### config.mk
export PLATFORM = sky130hd
export DESIGN_NAME = fifo_lvl
export DESIGN_NICKNAME = d
export VERILOG_FILES = /design/src/rtl/fifo_pkg.sv /design/src/rtl/fifo_ram.sv /design/src/rtl/fifo_lvl.sv
export SDC_FILE = /design/constraint.sdc
export NUM_CORES = 1
export LEC_CHECK = 0
export BUFFER_PORTS_ARGS = -buffer_cell sky130_fd_sc_hd__buf_2
export CORE_MARGIN = 3
export CORE_UTILIZATION = 29
export CTS_CLUSTER_DIAMETER = 120
export CTS_CLUSTER_SIZE = 14
export DETAILED_ROUTE_END_ITERATION = 8
export GPL_TIMING_DRIVEN = 0
export SLEW_MARGIN = 20
export SYNTH_ARGS = -nofsm -noshare
export SYNTH_HDL_FRONTEND = slang
export SYNTH_HIERARCHICAL = 1
export SYNTH_SLANG_ARGS = --single-unit
### constraint.sdc
create_clock -name clk -period 3.6 [get_ports clk]
set_input_delay 0.72 -clock clk [delete_from_list [all_inputs] [get_ports clk]]
set_output_delay 0.72 -clock clk [all_outputs]
set_load 0.03 [all_outputs]
### src/rtl/fifo_pkg.sv
// Shared types and helpers for the level-reporting FWFT FIFO.
package fifo_pkg;

    function automatic int cnt_width(input int depth);
        return $clog2(depth) + 1;
    endfunction

    typedef struct packed {
        logic overflow;
        logic underflow;
    } err_t;

endpackage

### src/rtl/fifo_ram.sv
// WIDTH x DEPTH storage: one synchronous write port, one asynchronous read port.
module fifo_ram #(
    parameter int WIDTH = 8,
    parameter int DEPTH = 16,
    parameter int AW    = $clog2(DEPTH)
) (
    input  logic             clk,
    input  logic             we,
    input  logic [AW-1:0]    waddr,
    input  logic [WIDTH-1:0] wdata,
    input  logic [AW-1:0]    raddr,
    output logic [WIDTH-1:0] rdata
);

    logic [WIDTH-1:0] mem [DEPTH];

    // NOTE: storage has no reset; pointers and level define which words are valid.
    always_ff @(posedge clk) begin
        if (we) mem[waddr] <= wdata;
    end

    assign rdata = mem[raddr];

endmodule

### src/rtl/fifo_lvl.sv
// First-word-fall-through FIFO with occupancy count, programmable almost-full /
// almost-empty thresholds and sticky overflow/underflow flags.
module fifo_lvl
    import fifo_pkg::*;
#(
    parameter int WIDTH = 8,
    parameter int DEPTH = 16,
    parameter int CNT_W = cnt_width(DEPTH)
) (
    input  logic             clk,
    input  logic             rstn,
    input  logic             clr,
    input  logic             w,
    input  logic [WIDTH-1:0] din,
    input  logic             r,
    output logic [WIDTH-1:0] dout,
    output logic             full,
    output logic             empty,
    output logic [CNT_W-1:0] level,
    input  logic [CNT_W-1:0] af_thr,
    input  logic [CNT_W-1:0] ae_thr,
    output logic             almost_full,
    output logic             almost_empty,
    output logic             overflow,
    output logic             underflow
);

    localparam int             AW       = $clog2(DEPTH);
    localparam logic [CNT_W-1:0] FULL_LVL = CNT_W'(DEPTH);

    logic [AW-1:0]    wptr_q, wptr_d;
    logic [AW-1:0]    rptr_q, rptr_d;
    logic [CNT_W-1:0] level_q, level_d;
    err_t             err_q, err_d;
    logic             acc_w, acc_r;

    assign full         = (level_q == FULL_LVL);
    assign empty        = (level_q == '0);
    assign almost_full  = (level_q >= af_thr);
    assign almost_empty = (level_q <= ae_thr);
    assign level        = level_q;
    assign overflow     = err_q.overflow;
    assign underflow    = err_q.underflow;

    // NOTE: every output of this block gets a default first, so no latch is inferred.
    always_comb begin
        acc_r   = r & ~empty;
        acc_w   = w & (~full | acc_r);
        wptr_d  = wptr_q;
        rptr_d  = rptr_q;
        level_d = level_q;
        err_d   = err_q;
        if (clr) begin
            wptr_d  = '0;
            rptr_d  = '0;
            level_d = '0;
            err_d   = '0;
        end else begin
            if (acc_w) wptr_d = wptr_q + AW'(1);
            if (acc_r) rptr_d = rptr_q + AW'(1);
            level_d = level_q + CNT_W'(acc_w) - CNT_W'(acc_r);
            if (w & full & ~r) err_d.overflow  = 1'b1;
            if (r & empty)     err_d.underflow = 1'b1;
        end
    end

    // NOTE: sequential state uses non-blocking assignments only.
    always_ff @(posedge clk or negedge rstn) begin
        if (!rstn) begin
            wptr_q  <= '0;
            rptr_q  <= '0;
            level_q <= '0;
            err_q   <= '0;
        end else begin
            wptr_q  <= wptr_d;
            rptr_q  <= rptr_d;
            level_q <= level_d;
            err_q   <= err_d;
        end
    end

    // A flushed cycle must not disturb storage either.
    fifo_ram #(
        .WIDTH (WIDTH),
        .DEPTH (DEPTH),
        .AW    (AW)
    ) u_ram (
        .clk   (clk),
        .we    (acc_w & ~clr),
        .waddr (wptr_q),
        .wdata (din),
        .raddr (rptr_q),
        .rdata (dout)
    );

    level_consistent: assert property (@(posedge clk) disable iff (!rstn)
        (level_q <= FULL_LVL) &&
        (full ? (wptr_q == rptr_q) : (AW'(level_q) == AW'(wptr_q - rptr_q))));

endmodule

== After elaboration in Yosys (flattened, before gate mapping) ==
Memories as Yosys holds them, arrays and structs flattened.
Index checks and enable logic that the tools add are counted.
Word-level totals
  word-level logic and storage cells: 39
  bits in latches: 0
  memory bits (read-only): 0
  memories kept: 1
  output and inout port bits: 19
  bits in writable memories: 128
  input bits: 23
  flip-flop bits (word level): 15
Memory list
  u_ram.mem: words 16, width 8, read ports 1, clocked after Yosys merged registers in 0, write ports 1, RTL line fifo_ram.sv:15  | logic [WIDTH-1:0] mem [DEPTH];
Cells by class
  eq/ne operators: 1
  divide/modulo/power cells: 0
  multiplexer cells: 10
  reduce and logical (&&, ||, !) cells: 5
  $lt $le $gt $ge: 2
  multipliers: 0
  shift-type cells: 0
  bitwise operators: 11
  $add $sub $neg: 4
Operators with widths (number)
  two-way mux 4 bit: 4
  adder 4 x 1 -> 4 bit (second input constant): 2
  nonzero test 2 bit: 4
  AND 1 bit: 6
  adder 5 x 1 -> 5 bit: 1
  == test 5 bit (second input constant): 1
  >= comparator 5 bit: 1
  less-or-equal comparator 5 bit: 1
  logical NOT 5 bit: 1
  two-way mux 5 bit: 1
  subtractor 5 x 1 -> 5 bit: 1
  two-way mux 1 bit: 4
  inverter 1 bit: 4
  two-way mux 2 bit: 1
  bitwise OR 1 bit: 1

== Depth between registers and ports, before layout ==
Gate-level depths: netlist (run 1).
  word-level depth: 8
  depth in mapped cells: 12

== Modules after synthesis ==
Netlist (run 1), hierarchy kept.
By module, submodules not included
  fifo_ram: instances 1, area each 4987.3 um2, cells each 221
  fifo_lvl: instances 1, area each 1064.8 um2, cells each 115

== Least setup slack after synthesis (run 1) ==
OpenSTA, ideal clock, no wires.
  path type: reg-to-reg
  from: register level_q[2], in the netlist level[2]
  to: memory u_ram.mem[0][0] (enable)
  stages on the path, launching flop included: 8
  slack: 0.787 ns
  path buffers: 0
  arrival time: 2.430 ns
  cell sequence: dfrtp_1 -> inv_1 -> ha_1 -> nand4bb_1 -> o21ai_2 -> nor2_1 -> or3b_2 -> nor3_1
On the way
  word-level cells in the longest chain between the ends: 8
RTL lines
  start: declaration: RTL line fifo_lvl.sv:33  | logic [CNT_W-1:0] level_q, level_d;
  start signal: assignment: RTL line fifo_lvl.sv:77  | level_q <= level_d;
  logical NOT 5 bit: RTL line fifo_lvl.sv:38  | assign empty = (level_q == '0);
  inverter 1 bit: RTL line fifo_lvl.sv:47  | acc_r = r & ~empty;
  AND 1 bit: RTL line fifo_lvl.sv:47
  bitwise OR 1 bit (*): RTL line fifo_lvl.sv:48  | acc_w = w & (~full | acc_r);
  AND 1 bit (*): RTL line fifo_lvl.sv:48
  AND 1 bit (*): RTL line fifo_lvl.sv:89  | .we (acc_w & ~clr),
  two-way mux 1 bit (*): RTL line fifo_ram.sv:19  | if (we) mem[waddr] <= wdata;
  two-way mux 1 bit (not written as such) (*): RTL line fifo_ram.sv:19
  end: declaration: RTL line fifo_ram.sv:15
Mark *: on every way between the ends. The rest lies on a longest branch, timed or not.

== Final worst setup path (run 1) ==
  from: register rptr_q[0]
  to: output dout[2]
On the way
  word-level cells in the longest chain between the ends: 1
RTL lines
  start: declaration: RTL line fifo_lvl.sv:32  | logic [AW-1:0] rptr_q, rptr_d;
  start signal: assignment: RTL line fifo_lvl.sv:76  | rptr_q <= rptr_d;
  memory (16 x 8 bit)
  end: declaration: RTL line fifo_lvl.sv:16  | output logic [WIDTH-1:0] dout,
No other way between the ends.

==> impl_metrics.ini, run 1 <==
[critical_path]
r2r_start = level[2]
cp_slowest_cell = mux4_1
crit_arrival_ns = 2.40
reg2reg_depth = 7
end_kind = output port
crit_top_cell = buf_6
path_class = reg -> out
ff2ff_setup_slack_ns = 0.71
crit_buf_inv = 3
r2r_end = u_ram/mem[2][2]
critPathTopFamily = multiplexers
cp_max_fo = 10
critPathMaxStageDelay_ns = 0.61
worst_setup_path_start_kind = flip-flop
path_cells = buf_6 -> buf_6 -> mux4_1 -> a22oi_1 -> nand2_1 -> buf_2
worstPathRequired_ns = 2.88

[floorplanning]
start_util = 0.297
rows = 52
chipHeight_um = 150
design.core.area_um2 = 20400
die_area_um2 = 22600
die_w_um = 150
io_pins = 42

[yosys]
synth_top_area_cell = edfxtp_1
synth_edf_count = 128
post-synth-top-count-cell = edfxtp_1
synth_cell_types = 40
synthesis.instances = 336
postSynthAreaPerCell_um2 = 18.0
ys_dominant_reg_cell = edfxtp_1
synth_top_cell_area_share = 0.635
synthArstFlopShare = 0.105
synth.cell_area_um2 = 6050
synth-seq-cells = 143
syn_nets = 377
ys_warn_count = 6
ys_seq_area_frac = 0.697
synth.area.top_cells = edfxtp_1 (64%), mux4_2 (6.7%), dfrtp_1 (6.2%)
synth.top_cells.by_count = edfxtp_1 (128), nor2_1 (27), inv_1 (18), mux4_2 (18), ha_1 (17)

[clock_tree]
cts_inserted_buffers = 17
clock_sinks = 143
cts_setup_buffers = 0
cts_tree = built
clockRootBuffer = clkbuf_16
cts_max_path_buffers = 2
ctsHoldBuffers = 0
insertion_delay_ns = 0.41
cts_resized = 0
clk_pin_slew_ns = 0.06
htreeDepth = 4

[global_routing]
grt_max_degree = 17
overflow = 0
antenna_found_initial = 0
track_usage = 0.114
grt_pass1_wl_um = 18600
grt_pass1_vias = 3247

[route]
drc = 0
wl_per_cell_um = 18.0
via_per_inst = 4.71
drt_iter0_drc = 233
wl_um = 12200
vias = 3188
first_pass_iters = 4
drtAntennaViolNets = 0

[sta]
rsz0062_at_grt = false
relSlewSlack = 0.437
setup-tns-final_ns = 0
hold_viol_final = 0
period_share = 0.866
fin_skew_ns = 0.00545
setup_viol = 0
max_clock_freq_mhz = 321
tightestPinTransition_ns = 0.841
report.final.slew_viol_count = 0
whs_ns = 0.209
final.min_clock_period_ns = 3.12

[final_layout]
drive_above_1_share = 0.253
final_nets = 436
post_layout_nonfiller_instances = 677
area_growth_pct = 19.2
utilization = 0.354
fill_cells = 1894
antenna_cells = 0

[status]
run_status = complete, no violations

[placement]
post-place-cells = 646
gp_congestion = 0.797
port_buffers = 40
place.detailed.hpwl_um = 8320

[pwr]
leakage_nw = 2.57
peakVddDrop_uv = 306
total_power_w = 0.00492
powerDensity_nw_per_um2 = 683

[min_path]
holdCritPathClass = in -> async

[run]
cap_violations = 0
[worst max path at each step]
stage               slack (ns)  cells past startpoint              end      start
floorplan                 0.79                      7  u_ram/mem[0][0]   level[2]
global placement          0.17                      5  u_ram/mem[0][1]          r
detailed placement        0.50                      5  u_ram/mem[2][2]          r
CTS                       0.47                      6          dout[2]  rptr_q[0]
global route              0.42                      6          dout[2]  rptr_q[0]
finish                    0.48                      6          dout[2]  rptr_q[0]
[final cells by class]
| type | instances | area [um2] | area share |
|---|---|---|---|
| Buffer | 12 | 93.8 | 0.0130 |
| Clock inverter | 10 | 163 | 0.0225 |
| Inverter | 18 | 67.6 | 0.00937 |
| Tap cell | 270 | 338 | 0.0468 |
| Multi-Input combinational cell | 163 | 1690 | 0.235 |
| Timing Repair Buffer | 40 | 200 | 0.0278 |
| Sequential cell | 143 | 4220 | 0.585 |
| Clock buffer | 21 | 440 | 0.0611 |
[where the power goes]
| group | internal (W) | total (W) | switching [W] |
|---|---|---|---|
| Sequential | 0.00187 | 0.00195 | 0.0000810 |
| Clock | 0.00116 | 0.00179 | 0.000632 |
| Combinational | 0.000510 | 0.00119 | 0.000678 |
[cells in the final DEF, fill, tap and decap left out, drive strengths merged, types with 5 or more instances in the layout]
cell / Yosys / layout
inv: 18 / 19
nor3: 5 / 5
a22oi: 16 / 16
dfrtp: 15 / 15
ha: 17 / 17
clkbuf: 2 / 23
edfxtp: 128 / 128
mux4: 32 / 32
nand3: 5 / 5
buf: 7 / 47
a21oi: 6 / 6
nand2: 14 / 14
xor2: 7 / 7
nor2: 27 / 27
[state kept, by name, indices dropped and copies added (netlist names)]
register   flops
u_ram/mem    128
level          5
wptr_q         4
rptr_q         4
underflow      1
overflow       1
[cells by family (layout without fill, tap and decap cells)]
family          Yosys count  count (layout)  synth area share
xor+xnor                  8               8            0.0116
compound gates           34              34            0.0387
fa+ha+maj                18              18            0.0385
simple gates             69              69            0.0564
mux                      34              34             0.131
flops                   143             143             0.697
buf+inv                  30             101            0.0267
[per-layer routing]
layer | share of wire | track usage | vias to the layer above
met4 | 0.012 | 0.0343 | 0
li1 | - | - | 1457
met5 | 0 | 0 | -
met3 | 0.058 | 0.0385 | 10
met1 | 0.44 | 0.145 | 1632
met2 | 0.49 | 0.187 | 89
[through the flow]
step,setup slack [ns],area [um2]
2_1_floorplan,0.787,6050
3_3_place_gp,0.169,6590
3_5_place_dp,0.499,6610
4_1_cts,0.474,7210
5_1_grt,0.416,7210
6_report,0.483,7210
Note: power is estimated with default switching activity, not from simulation.
==> inputs of run 2 (changes only) <==
- PLACE_DENSITY: not set -> 0.5
==> impl_metrics.ini, run 2 (synthesis results as in run 1) <==
[floorplanning]
io_pins = 42
die_w_um = 150
start_util = 0.297
die_area_um2 = 22600
chipHeight_um = 150
rows = 52
design.core.area_um2 = 20400

[sta]
report.final.slew_viol_count = 0
max_clock_freq_mhz = 316
final.min_clock_period_ns = 3.16
rsz0062_at_grt = false
period_share = 0.878
setup-tns-final_ns = 0
tightestPinTransition_ns = 0.915
relSlewSlack = 0.388
fin_ws_ns = 0.438
hold_viol_final = 0
fin_skew_ns = 0.00470
setup_viol = 0

[final_layout]
final_cell_mix = edfxtp_1 (128), buf_2 (43), nor2_1 (27)
final_nets = 436
final_common_cell = edfxtp_1
largest_reg_flops = 128
drive_above_1_share = 0.263
utilization = 0.352
top_register = u_ram/mem
antenna_cells = 0
area_growth_pct = 18.4
fill_cells = 1956

[clock_tree]
clockRootBuffer = clkbuf_16
htreeDepth = 4
cts_setup_buffers = 0
insertion_delay_ns = 0.42
cts_resized = 0
clk_pin_slew_ns = 0.06
clock_sinks = 143
cts_max_path_buffers = 2
cts_inserted_buffers = 17
cts_tree = built
ctsHoldBuffers = 0

[global_routing]
track_usage = 0.125
grt-busiest-layer = met2
grt_util_met1 = 0.162
globalRouteMet2Util = 0.198
grt_pass1_wl_um = 20300
antenna_found_initial = 0
grt_pass1_vias = 3429
overflow = 0
use_met3 = 0.0358
grt_max_degree = 17

[placement]
gp_congestion = 0.776
port_buffers = 40
dp_slack_ns = 0.434
place.detailed.hpwl_um = 8620

[pwr]
powerDensity_nw_per_um2 = 669
total_power_w = 0.00480
leakage_nw = 2.56
peakVddDrop_uv = 391

[route]
vias = 3215
first_pass_iters = 4
wl_per_cell_um = 19.4
drtAntennaViolNets = 0
via_per_inst = 4.75
wl_um = 13100
drc = 0
drt_iter0_drc = 206

[critical_path]
worstPathRequired_ns = 2.88
startpoint = rptr_q[0]
ff2ff_setup_slack_ns = 0.69
crit_arrival_ns = 2.44
r2r_end = u_ram/mem[3][7]
cp_max_fo = 10
end_kind = output port
reg2reg_depth = 7
worst_setup_path_start_kind = flip-flop
path_class = reg -> out
r2r_start = level[2]

[status]
run_status = complete, no violations

[min_path]
holdCritPathClass = in -> async

[run]
cap_violations = 0
## run 2: area by class of cell
cell class	instances	area, um2	share of cell area
clock inverters	14	133	0.0185
clock buffers	17	425	0.0593
inverters	18	67.6	0.00943
plain buffers	12	93.8	0.0131
flip-flops and latches	143	4220	0.589
well taps	270	338	0.0471
repair buffers	40	200	0.0279
multi-input cells	163	1690	0.236
## run 2: routing by layer
metal / routed length (um) / vias to the layer above
met5: 0 / -
met4: 278 / 0
met3: 653 / 20
met2: 6360 / 85
met1: 5840 / 1653
li1: - / 1457
## run 2: how the worst max path moves through the flow
stage | to | slack, ns
CTS | dout[3] | 0.39
detailed placement | u_ram/mem[3][3] | 0.43
global placement | u_ram/mem[0][4] | 0.09
global route | dout[3] | 0.32
floorplan | u_ram/mem[0][0] | 0.79
finish | dout[2] | 0.44
## run 2: worst max-delay path, cell delays in order, from the launching register on
cell and delay (ns):
dfrtp_1 0.43, buf_6 0.16, buf_6 0.18, mux4_1 0.60, a22oi_1 0.36, nand2_1 0.10
buf_2 0.18
## run 2: through the flow
stage | cell area [um2] | std cells | hold WS [ns]
floorplan | 6050 | 336 | 0.424
global placement | 6590 | 646 | 0.478
detailed placement | 6610 | 646 | 0.487
CTS | 7170 | 677 | 0.194
global route | 7170 | 677 | 0.208
finish | 7170 | 677 | 0.201
## run 2: power by group
part,switching (W),leakage (nW),internal [W],total [W]
logic,0.000687,0.931,0.000508,0.00119
registers,0.0000816,1.35,0.00187,0.00195
clock network,0.000697,0.274,0.000958,0.00165
total,0.00147,2.56,0.00333,0.00480
